$ cat config.mk
export PLATFORM = sky130hd
export DESIGN_NAME = nbit_mul_div_unit_flat
export DESIGN_NICKNAME = d
export VERILOG_FILES = /design/src/rtl/nbit_mul_div_unit_pkg.sv /design/src/rtl/nbit_mul_div_unit_if.sv /design/src/rtl/nbit_mul_div_unit_div_nbit.sv /design/src/rtl/nbit_mul_div_unit_mult_nbit.sv /design/src/rtl/nbit_mul_div_unit.sv /design/src/flat_wrapper.sv
export SDC_FILE = /design/constraint.sdc
export NUM_CORES = 1
export LEC_CHECK = 0
export CELL_PAD_IN_SITES_DETAIL_PLACEMENT = 0
export CELL_PAD_IN_SITES_GLOBAL_PLACEMENT = 1
export CORE_MARGIN = 2
export CORE_UTILIZATION = 44
export CTS_BUF_LIST = sky130_fd_sc_hd__clkbuf_8
export DETAILED_ROUTE_END_ITERATION = 12
export PLACE_DENSITY_LB_ADDON = 0.1
export REMOVE_ABC_BUFFERS = 1
export SLEW_MARGIN = 20
export SYNTH_ARGS = -nofsm -noshare
export SYNTH_HDL_FRONTEND = slang
export SYNTH_SLANG_ARGS = --single-unit
$ cat constraint.sdc
create_clock -name clk -period 6.9 [get_ports clk]
set_input_delay 0.69 -clock clk [delete_from_list [all_inputs] [get_ports clk]]
set_output_delay 0.69 -clock clk [all_outputs]
set_load 0.005 [all_outputs]
$ cat src/rtl/nbit_mul_div_unit_pkg.sv
// Shared definitions for the iterative multiply/divide engines:
// FSM state encoding and a two's complement negate/abs helper.
package nbit_mul_div_unit_pkg;

  // Both engines step through the same four phases.
  typedef enum logic [1:0] {
    IDLE = 2'd0,
    PREP = 2'd1,
    CALC = 2'd2,
    DONE = 2'd3
  } engine_state_t;

  // Working width of the helper; callers cast operands up to this width
  // and truncate the result back to their own width (SIZE or 2*SIZE).
  // Negation modulo 2^HELPER_W truncated to N bits equals negation modulo 2^N.
  localparam int HELPER_W = 256;

  // Conditionally negate a value (two's complement). Absolute value is
  // obtained by passing en = is_signed & sign_bit.
  function automatic logic [HELPER_W-1:0] twos_cond_neg(input logic [HELPER_W-1:0] v,
                                                        input logic                en);
    return en ? (~v + HELPER_W'(1)) : v;
  endfunction

endpackage

$ cat src/rtl/nbit_mul_div_unit_if.sv
// Handshake and data bundle for the divider and multiplier engines.
interface nbit_mul_div_unit_if #(
  parameter int SIZE = 33
);
  // divider channel
  logic              div_start;
  logic              div_is_signed;
  logic [SIZE-1:0]   div_dividend;
  logic [SIZE-1:0]   div_divisor;
  logic              div_ready;
  logic              div_valid;
  logic              div_error;
  logic [SIZE-1:0]   div_quotient;
  logic [SIZE-1:0]   div_remainder;
  // multiplier channel
  logic              mul_start;
  logic              mul_is_signed;
  logic [SIZE-1:0]   mul_multiplicand;
  logic [SIZE-1:0]   mul_multiplier;
  logic              mul_ready;
  logic              mul_valid;
  logic [2*SIZE-1:0] mul_product;

  // Requester side: issues operations, observes results.
  modport master (
    output div_start, div_is_signed, div_dividend, div_divisor,
    input  div_ready, div_valid, div_error, div_quotient, div_remainder,
    output mul_start, mul_is_signed, mul_multiplicand, mul_multiplier,
    input  mul_ready, mul_valid, mul_product
  );

  // Unit side: accepts operations, produces results.
  modport slave (
    input  div_start, div_is_signed, div_dividend, div_divisor,
    output div_ready, div_valid, div_error, div_quotient, div_remainder,
    input  mul_start, mul_is_signed, mul_multiplicand, mul_multiplier,
    output mul_ready, mul_valid, mul_product
  );
endinterface

$ cat src/rtl/nbit_mul_div_unit_div_nbit.sv
// Restoring shift-subtract divider, one quotient bit per cycle,
// fixed latency regardless of operand values (including divide-by-zero).
module div_nbit
  import nbit_mul_div_unit_pkg::*;
#(
  parameter int SIZE = 33
) (
  input  logic            clk,
  input  logic            rst,
  input  logic            start,
  input  logic            is_signed,
  input  logic [SIZE-1:0] dividend,
  input  logic [SIZE-1:0] divisor,
  output logic            ready,
  output logic            valid,
  output logic            error,
  output logic [SIZE-1:0] quotient,
  output logic [SIZE-1:0] remainder
);

  localparam int              CW   = (SIZE > 1) ? $clog2(SIZE) : 1;
  localparam logic [CW-1:0]   LAST = CW'(SIZE - 1);

  function automatic logic [SIZE-1:0] cond_neg(input logic [SIZE-1:0] v, input logic en);
    return SIZE'(twos_cond_neg(HELPER_W'(v), en));
  endfunction

  engine_state_t   state_reg, state_next;
  logic            signed_reg, signed_next;
  logic [SIZE-1:0] dividend_reg, dividend_next;   // original dividend, kept for div-by-zero
  logic [SIZE-1:0] divisor_reg, divisor_next;     // raw, then magnitude after PREP
  logic [SIZE-1:0] quo_reg, quo_next;             // dividend magnitude shifting into quotient
  logic [SIZE-1:0] rem_reg, rem_next;             // partial remainder
  logic [CW-1:0]   count_reg, count_next;
  logic            quo_neg_reg, quo_neg_next;
  logic            rem_neg_reg, rem_neg_next;
  logic [SIZE-1:0] quotient_reg, quotient_next;
  logic [SIZE-1:0] remainder_reg, remainder_next;
  logic            error_reg, error_next;

  logic [SIZE:0]   trial;
  logic [SIZE-1:0] quo_step;
  logic [SIZE-1:0] rem_step;

  // One restoring iteration: shift in the next dividend bit and try to subtract.
  // When the trial goes negative the shifted value is below the divisor, so its
  // top bit is zero and it fits back into SIZE bits.
  always_comb begin
    trial = {rem_reg, quo_reg[SIZE-1]} - {1'b0, divisor_reg};
    if (trial[SIZE]) begin
      rem_step = {rem_reg[SIZE-2:0], quo_reg[SIZE-1]};
      quo_step = {quo_reg[SIZE-2:0], 1'b0};
    end else begin
      rem_step = trial[SIZE-1:0];
      quo_step = {quo_reg[SIZE-2:0], 1'b1};
    end
  end

  // Next-state and datapath update for the IDLE/PREP/CALC/DONE sequence.
  always_comb begin
    state_next     = state_reg;
    signed_next    = signed_reg;
    dividend_next  = dividend_reg;
    divisor_next   = divisor_reg;
    quo_next       = quo_reg;
    rem_next       = rem_reg;
    count_next     = count_reg;
    quo_neg_next   = quo_neg_reg;
    rem_neg_next   = rem_neg_reg;
    quotient_next  = quotient_reg;
    remainder_next = remainder_reg;
    error_next     = error_reg;
    case (state_reg)
      IDLE, DONE: begin
        state_next = IDLE;
        if (start) begin
          state_next    = PREP;
          signed_next   = is_signed;
          dividend_next = dividend;
          divisor_next  = divisor;
        end
      end
      PREP: begin
        quo_neg_next = signed_reg & (dividend_reg[SIZE-1] ^ divisor_reg[SIZE-1]);
        rem_neg_next = signed_reg & dividend_reg[SIZE-1];
        quo_next     = cond_neg(dividend_reg, signed_reg & dividend_reg[SIZE-1]);
        divisor_next = cond_neg(divisor_reg, signed_reg & divisor_reg[SIZE-1]);
        rem_next     = '0;
        count_next   = '0;
        state_next   = CALC;
      end
      CALC: begin
        quo_next   = quo_step;
        rem_next   = rem_step;
        count_next = count_reg + CW'(1);
        if (count_reg == LAST) begin
          state_next = DONE;
          if (divisor_reg == '0) begin
            error_next     = 1'b1;
            quotient_next  = '1;
            remainder_next = dividend_reg;
          end else begin
            error_next     = 1'b0;
            quotient_next  = cond_neg(quo_step, quo_neg_reg);
            remainder_next = cond_neg(rem_step, rem_neg_reg);
          end
        end
      end
      default: state_next = IDLE;
    endcase
  end

  // State register.
  always_ff @(posedge clk) begin
    if (rst) state_reg <= IDLE;
    else     state_reg <= state_next;
  end

  // Datapath and result registers.
  always_ff @(posedge clk) begin
    if (rst) begin
      signed_reg    <= 1'b0;
      dividend_reg  <= '0;
      divisor_reg   <= '0;
      quo_reg       <= '0;
      rem_reg       <= '0;
      count_reg     <= '0;
      quo_neg_reg   <= 1'b0;
      rem_neg_reg   <= 1'b0;
      quotient_reg  <= '0;
      remainder_reg <= '0;
      error_reg     <= 1'b0;
    end else begin
      signed_reg    <= signed_next;
      dividend_reg  <= dividend_next;
      divisor_reg   <= divisor_next;
      quo_reg       <= quo_next;
      rem_reg       <= rem_next;
      count_reg     <= count_next;
      quo_neg_reg   <= quo_neg_next;
      rem_neg_reg   <= rem_neg_next;
      quotient_reg  <= quotient_next;
      remainder_reg <= remainder_next;
      error_reg     <= error_next;
    end
  end

  assign ready     = (state_reg == IDLE) || (state_reg == DONE);
  assign valid     = (state_reg == DONE);
  assign error     = error_reg;
  assign quotient  = quotient_reg;
  assign remainder = remainder_reg;

endmodule

$ cat src/rtl/nbit_mul_div_unit_mult_nbit.sv
// Shift-add multiplier over the multiplier bits, one bit per cycle,
// magnitudes multiplied and the sign applied at the end.
module mult_nbit
  import nbit_mul_div_unit_pkg::*;
#(
  parameter int SIZE = 33
) (
  input  logic              clk,
  input  logic              rst,
  input  logic              start,
  input  logic              is_signed,
  input  logic [SIZE-1:0]   multiplicand,
  input  logic [SIZE-1:0]   multiplier,
  output logic              ready,
  output logic              valid,
  output logic [2*SIZE-1:0] product
);

  localparam int            CW   = (SIZE > 1) ? $clog2(SIZE) : 1;
  localparam logic [CW-1:0] LAST = CW'(SIZE - 1);

  function automatic logic [SIZE-1:0] cond_neg(input logic [SIZE-1:0] v, input logic en);
    return SIZE'(twos_cond_neg(HELPER_W'(v), en));
  endfunction

  function automatic logic [2*SIZE-1:0] cond_neg2(input logic [2*SIZE-1:0] v, input logic en);
    return (2*SIZE)'(twos_cond_neg(HELPER_W'(v), en));
  endfunction

  engine_state_t     state_reg, state_next;
  logic              signed_reg, signed_next;
  logic [SIZE-1:0]   mcand_reg, mcand_next;     // raw, then magnitude after PREP
  logic [SIZE-1:0]   mplier_reg, mplier_next;   // raw multiplier
  logic [2*SIZE-1:0] prod_reg, prod_next;       // {partial sum, remaining multiplier bits}
  logic              neg_reg, neg_next;
  logic [CW-1:0]     count_reg, count_next;
  logic [2*SIZE-1:0] product_reg, product_next;

  logic [SIZE:0]     sum;
  logic [2*SIZE-1:0] prod_step;

  // One shift-add step: add the multiplicand into the upper half when the
  // current multiplier LSB is set, then shift the whole accumulator right.
  always_comb begin
    sum       = {1'b0, prod_reg[2*SIZE-1:SIZE]} + (prod_reg[0] ? {1'b0, mcand_reg} : '0);
    prod_step = {sum, prod_reg[SIZE-1:1]};
  end

  // Next-state and datapath update for the IDLE/PREP/CALC/DONE sequence.
  always_comb begin
    state_next   = state_reg;
    signed_next  = signed_reg;
    mcand_next   = mcand_reg;
    mplier_next  = mplier_reg;
    prod_next    = prod_reg;
    neg_next     = neg_reg;
    count_next   = count_reg;
    product_next = product_reg;
    case (state_reg)
      IDLE, DONE: begin
        state_next = IDLE;
        if (start) begin
          state_next  = PREP;
          signed_next = is_signed;
          mcand_next  = multiplicand;
          mplier_next = multiplier;
        end
      end
      PREP: begin
        neg_next   = signed_reg & (mcand_reg[SIZE-1] ^ mplier_reg[SIZE-1]);
        mcand_next = cond_neg(mcand_reg, signed_reg & mcand_reg[SIZE-1]);
        prod_next  = {{SIZE{1'b0}}, cond_neg(mplier_reg, signed_reg & mplier_reg[SIZE-1])};
        count_next = '0;
        state_next = CALC;
      end
      CALC: begin
        prod_next  = prod_step;
        count_next = count_reg + CW'(1);
        if (count_reg == LAST) begin
          state_next   = DONE;
          product_next = cond_neg2(prod_step, neg_reg);
        end
      end
      default: state_next = IDLE;
    endcase
  end

  // State register.
  always_ff @(posedge clk) begin
    if (rst) state_reg <= IDLE;
    else     state_reg <= state_next;
  end

  // Datapath and result registers.
  always_ff @(posedge clk) begin
    if (rst) begin
      signed_reg  <= 1'b0;
      mcand_reg   <= '0;
      mplier_reg  <= '0;
      prod_reg    <= '0;
      neg_reg     <= 1'b0;
      count_reg   <= '0;
      product_reg <= '0;
    end else begin
      signed_reg  <= signed_next;
      mcand_reg   <= mcand_next;
      mplier_reg  <= mplier_next;
      prod_reg    <= prod_next;
      neg_reg     <= neg_next;
      count_reg   <= count_next;
      product_reg <= product_next;
    end
  end

  assign ready   = (state_reg == IDLE) || (state_reg == DONE);
  assign valid   = (state_reg == DONE);
  assign product = product_reg;

endmodule

$ cat src/rtl/nbit_mul_div_unit.sv
// RV32M-style multiply/divide unit: independent iterative divider and
// multiplier engines sharing one interface bundle.
module nbit_mul_div_unit
  import nbit_mul_div_unit_pkg::*;
#(
  parameter int SIZE = 33
) (
  input logic                 clk,
  input logic                 rst,
  nbit_mul_div_unit_if.slave  bus
);

  div_nbit #(.SIZE(SIZE)) u_div (
    .clk       (clk),
    .rst       (rst),
    .start     (bus.div_start),
    .is_signed (bus.div_is_signed),
    .dividend  (bus.div_dividend),
    .divisor   (bus.div_divisor),
    .ready     (bus.div_ready),
    .valid     (bus.div_valid),
    .error     (bus.div_error),
    .quotient  (bus.div_quotient),
    .remainder (bus.div_remainder)
  );

  mult_nbit #(.SIZE(SIZE)) u_mul (
    .clk          (clk),
    .rst          (rst),
    .start        (bus.mul_start),
    .is_signed    (bus.mul_is_signed),
    .multiplicand (bus.mul_multiplicand),
    .multiplier   (bus.mul_multiplier),
    .ready        (bus.mul_ready),
    .valid        (bus.mul_valid),
    .product      (bus.mul_product)
  );

endmodule

$ cat src/flat_wrapper.sv
// flat-port wrapper written by rule: the top's interface ports become plain ports
module nbit_mul_div_unit_flat import nbit_mul_div_unit_pkg::*;
#(
  parameter int SIZE = 33
)
  (clk, rst, bus_div_start, bus_div_is_signed, bus_div_dividend, bus_div_divisor, bus_div_ready, bus_div_valid, bus_div_error, bus_div_quotient, bus_div_remainder, bus_mul_start, bus_mul_is_signed, bus_mul_multiplicand, bus_mul_multiplier, bus_mul_ready, bus_mul_valid, bus_mul_product);
  nbit_mul_div_unit_if #(.SIZE(SIZE)) bus_i ();
  input logic clk;
  input logic rst;
  input wire logic [$bits(bus_i.div_start)-1:0] bus_div_start;
  input wire logic [$bits(bus_i.div_is_signed)-1:0] bus_div_is_signed;
  input wire logic [$bits(bus_i.div_dividend)-1:0] bus_div_dividend;
  input wire logic [$bits(bus_i.div_divisor)-1:0] bus_div_divisor;
  output wire logic [$bits(bus_i.div_ready)-1:0] bus_div_ready;
  output wire logic [$bits(bus_i.div_valid)-1:0] bus_div_valid;
  output wire logic [$bits(bus_i.div_error)-1:0] bus_div_error;
  output wire logic [$bits(bus_i.div_quotient)-1:0] bus_div_quotient;
  output wire logic [$bits(bus_i.div_remainder)-1:0] bus_div_remainder;
  input wire logic [$bits(bus_i.mul_start)-1:0] bus_mul_start;
  input wire logic [$bits(bus_i.mul_is_signed)-1:0] bus_mul_is_signed;
  input wire logic [$bits(bus_i.mul_multiplicand)-1:0] bus_mul_multiplicand;
  input wire logic [$bits(bus_i.mul_multiplier)-1:0] bus_mul_multiplier;
  output wire logic [$bits(bus_i.mul_ready)-1:0] bus_mul_ready;
  output wire logic [$bits(bus_i.mul_valid)-1:0] bus_mul_valid;
  output wire logic [$bits(bus_i.mul_product)-1:0] bus_mul_product;
  assign bus_i.div_start = bus_div_start;
  assign bus_i.div_is_signed = bus_div_is_signed;
  assign bus_i.div_dividend = bus_div_dividend;
  assign bus_i.div_divisor = bus_div_divisor;
  assign bus_div_ready = bus_i.div_ready;
  assign bus_div_valid = bus_i.div_valid;
  assign bus_div_error = bus_i.div_error;
  assign bus_div_quotient = bus_i.div_quotient;
  assign bus_div_remainder = bus_i.div_remainder;
  assign bus_i.mul_start = bus_mul_start;
  assign bus_i.mul_is_signed = bus_mul_is_signed;
  assign bus_i.mul_multiplicand = bus_mul_multiplicand;
  assign bus_i.mul_multiplier = bus_mul_multiplier;
  assign bus_mul_ready = bus_i.mul_ready;
  assign bus_mul_valid = bus_i.mul_valid;
  assign bus_mul_product = bus_i.mul_product;
  nbit_mul_div_unit #(.SIZE(SIZE)) u_core (.clk(clk), .rst(rst), .bus(bus_i));
endmodule
==> flow_summary.toml <==
[critical_path]
endpoint_kind = "flop"
crit_type = "flop to flop"
arrival_ns = 6.32
startpoint_type = "flop"
reg2reg_slack_ns = 1.14
r2r-end = "u_core.u_div.remainder[32]$_SDFFE_PP0P_"
r2r_cells = 19
worstPathMaxFanout = 26
required_ns = 7.46
regToRegStartpoint = "u_core.u_div.divisor_reg[22]$_SDFFE_PP0P_"

[die]
coreArea_mm2 = 0.0600
core.rowCount = 90
dieArea_mm2 = 0.0623
io_pins = 275
die_h_um = 250
die_x_um = 250
initial_core_util_pct = 44.2

[pwr]
ir_drop_uv = 250
p_per_area_mw_per_mm2 = 348
leakage_nw = 11.9
power_mw = 10.9

[synthesis]
synth-main-ff-cell = "dfxtp_1"
synth_edf_count = 0
synth-async-reset-ratio_pct = 0
yosys-top-cells-area = "dfxtp_1 (32%), a21oi_1 (7.5%), nor2_1 (6.4%)"
ys_seq_area_share_pct = 31.5
synth_cells = 3586
ys_ff_latch = 418
synth_top_area_share_pct = 31.5
ys_warn_count = 0
yosysMostFrequentCell = "nor2_1"
synth_common_cells = "nor2_1 (453), dfxtp_1 (418), a21oi_1 (397)"
avgSynthCellArea_um2 = 7.40
ys_types = 79
yosysTopAreaCell = "dfxtp_1"
synthesis.area_mm2 = 0.0265

[clock_network]
cts_buffer_depth = 3
htreeDepth = 3
ctsHoldBuffers = 0
clk_pin_slew_worst_paths_ns = 0.06
cts_buffers = 78
insertion_delay_ns = 0.68
post-cts-setup-buffer-count = 0
root_buffer = "clkbuf_8"
cts_tree = "built"
cts_resized = 0
cts.sinks = 418

[route]
wl_per_cell_um = 19.0
firstDrtPassIters = 6
drtIter0Drc = 1666
wl_met3_um = 4190
drt-met1-wl_um = 37500
topRoutingLayerUsed = "met5"
routed_via_density = 5.85
dr_wl_met2_um = 42500
ant_nets = 0
vias = 26700
drc_errors = 0
wirelength_um = 86800

[sta]
tns_ns = 0
grt_setup_unrepaired = "false"
fmax_mhz = 174
setup_viol = 0
final.min_clock_period_ns = 5.76
fin_skew_ns = 0.0221
slew_headroom_pct = 32.0
worst_slew_pin_slew_ns = 1.02
fin_crit_sh_pct = 83.4
hold_ws_ns = 0.454
drv_slew = 0
final_hold_viol_count = 0
fin_ws_ns = 1.14

[place]
dpl.hpwl_um = 62300
pre_cts_slack_ns = 1.28
gp_congestion = 0.899
numPortBuffers = 274

[job]
maxCapViolCount = 0

[final_layout]
areaGrowthSynthToFinish_pct = 17.9
drive_above_1_share_pct = 5.62
fin_nets = 3952

[grt]
grt_use_total_pct = 26.9
grt_pass1_wl_um = 137000
grt_pass1_vias = 25400
grt-ovfl-total = 0
grt_max_degree = 97
antenna_found_initial = 3

[worst_hold_path]
hp-class = "flop to flop"
hold_path.startpoint = "u_core.u_mul.product[48]$_SDFFE_PP0P_"
min_delay_path_depth = 2
hold-path-endpoint = "u_core.u_mul.product[48]$_SDFFE_PP0P_"

[run_status]
status = "finished clean"
==> worst max path at each step <==
stage,from,endpoint,slack (ns)
after floorplan,u_core.u_div.divisor_reg[23]$_SDFFE_PP0P_,u_core.u_div.remainder[32]$_SDFFE_PP0P_,1.09
after global placement,u_core.u_div.divisor_reg[23]$_SDFFE_PP0P_,u_core.u_div.remainder[32]$_SDFFE_PP0P_,1.42
after detailed placement,u_core.u_div.divisor_reg[22]$_SDFFE_PP0P_,u_core.u_div.remainder[32]$_SDFFE_PP0P_,1.28
after CTS,u_core.u_div.divisor_reg[22]$_SDFFE_PP0P_,u_core.u_div.remainder[32]$_SDFFE_PP0P_,1.24
after global routing,u_core.u_div.divisor_reg[22]$_SDFFE_PP0P_,u_core.u_div.remainder[32]$_SDFFE_PP0P_,0.60
final,u_core.u_div.divisor_reg[22]$_SDFFE_PP0P_,u_core.u_div.remainder[32]$_SDFFE_PP0P_,1.14
==> stage by stage <==
stage	cell area, µm²	util, %	std cells
after global routing	31300	52.2	4573
after floorplan	25600	-	3340
after global placement	29600	49.4	4430
after detailed placement	29600	49.4	4430
final	31300	52.2	4573
after CTS	31300	52.1	4572
==> area by class of cell <==
| class | count | area (µm²) |
|---|---|---|
| fill | 5979 | 28700 |
| multi-input combinational | 2826 | 16900 |
| sequential | 418 | 8370 |
| timing repair buffer | 308 | 3000 |
| clock buffer | 105 | 1450 |
| tap | 782 | 978 |
| inverter | 96 | 360 |
| clock inverter | 37 | 204 |
| antenna | 1 | 2.50 |
==> per-layer routing <==
layer / track usage, % / up-vias
met1: 33.4 / 12700
met3: 4.40 / 155
li1: - / 13200
met2: 47.3 / 664
met5: 0 / -
met4: 8.81 / 4
==> worst max-delay path, stage by stage, from the launching register on <==
cell and delay, ns:
dfxtp_1 0.42, inv_1 0.12, ha_1 0.47, nand4_1 0.25
nor4_1 0.43, o21ai_0 0.16, a31oi_1 0.16, o211a_2 0.58
inv_1 0.42, a21oi_1 0.36, ha_1 0.23, inv_1 0.08
nor4b_1 0.42, nand2_1 0.15, or3_1 0.41, o31ai_1 0.12
nand3b_1 0.17, o41ai_1 0.32, xor2_1 0.12, a221oi_1 0.24
==> cell families (layout without fill, tap and decap cells) <==
| kind of cell | Yosys count | in the layout | synth area share [%] |
|---|---|---|---|
| adders and majority gates | 86 | 86 | 4.11 |
| xor gates and xnor gates | 208 | 208 | 6.86 |
| other | 0 | 1 | 0 |
| muxes | 58 | 58 | 2.28 |
| AOI/OAI and AO/OA | 1152 | 1152 | 27.1 |
| buffers and inverters | 342 | 546 | 4.85 |
| DFF | 418 | 418 | 31.5 |
| and+or+nand+nor | 1322 | 1322 | 23.3 |
==> placed cells by master (no fill, tap or decap), drive strengths merged, types with 31 or more instances in the layout <==
cell / instances
buf: 35
clkbuf: 105
o31ai: 59
mux2i: 39
o21ai: 252
and2: 66
a22oi: 92
nor2: 453
nand4: 36
nand3: 73
nor3: 84
or3: 52
nor4: 33
ha: 84
dfxtp: 418
nand2: 389
xnor2: 80
a21o: 31
a21oi: 397
clkdlybuf4s50: 273
inv: 125
xor2: 128
a211oi: 111
or4: 31
==> power by group <==
group | leakage (nW) | internal (mW) | total, mW | switching, mW
Sequential | 3.40 | 2.75 | 3.24 | 0.489
Clock | 0.949 | 1.40 | 2.54 | 1.14
Combinational | 7.54 | 1.74 | 5.11 | 3.36
Total | 11.9 | 5.89 | 10.9 | 5.00
No activity file was read; power rests on OpenSTA's default activity.
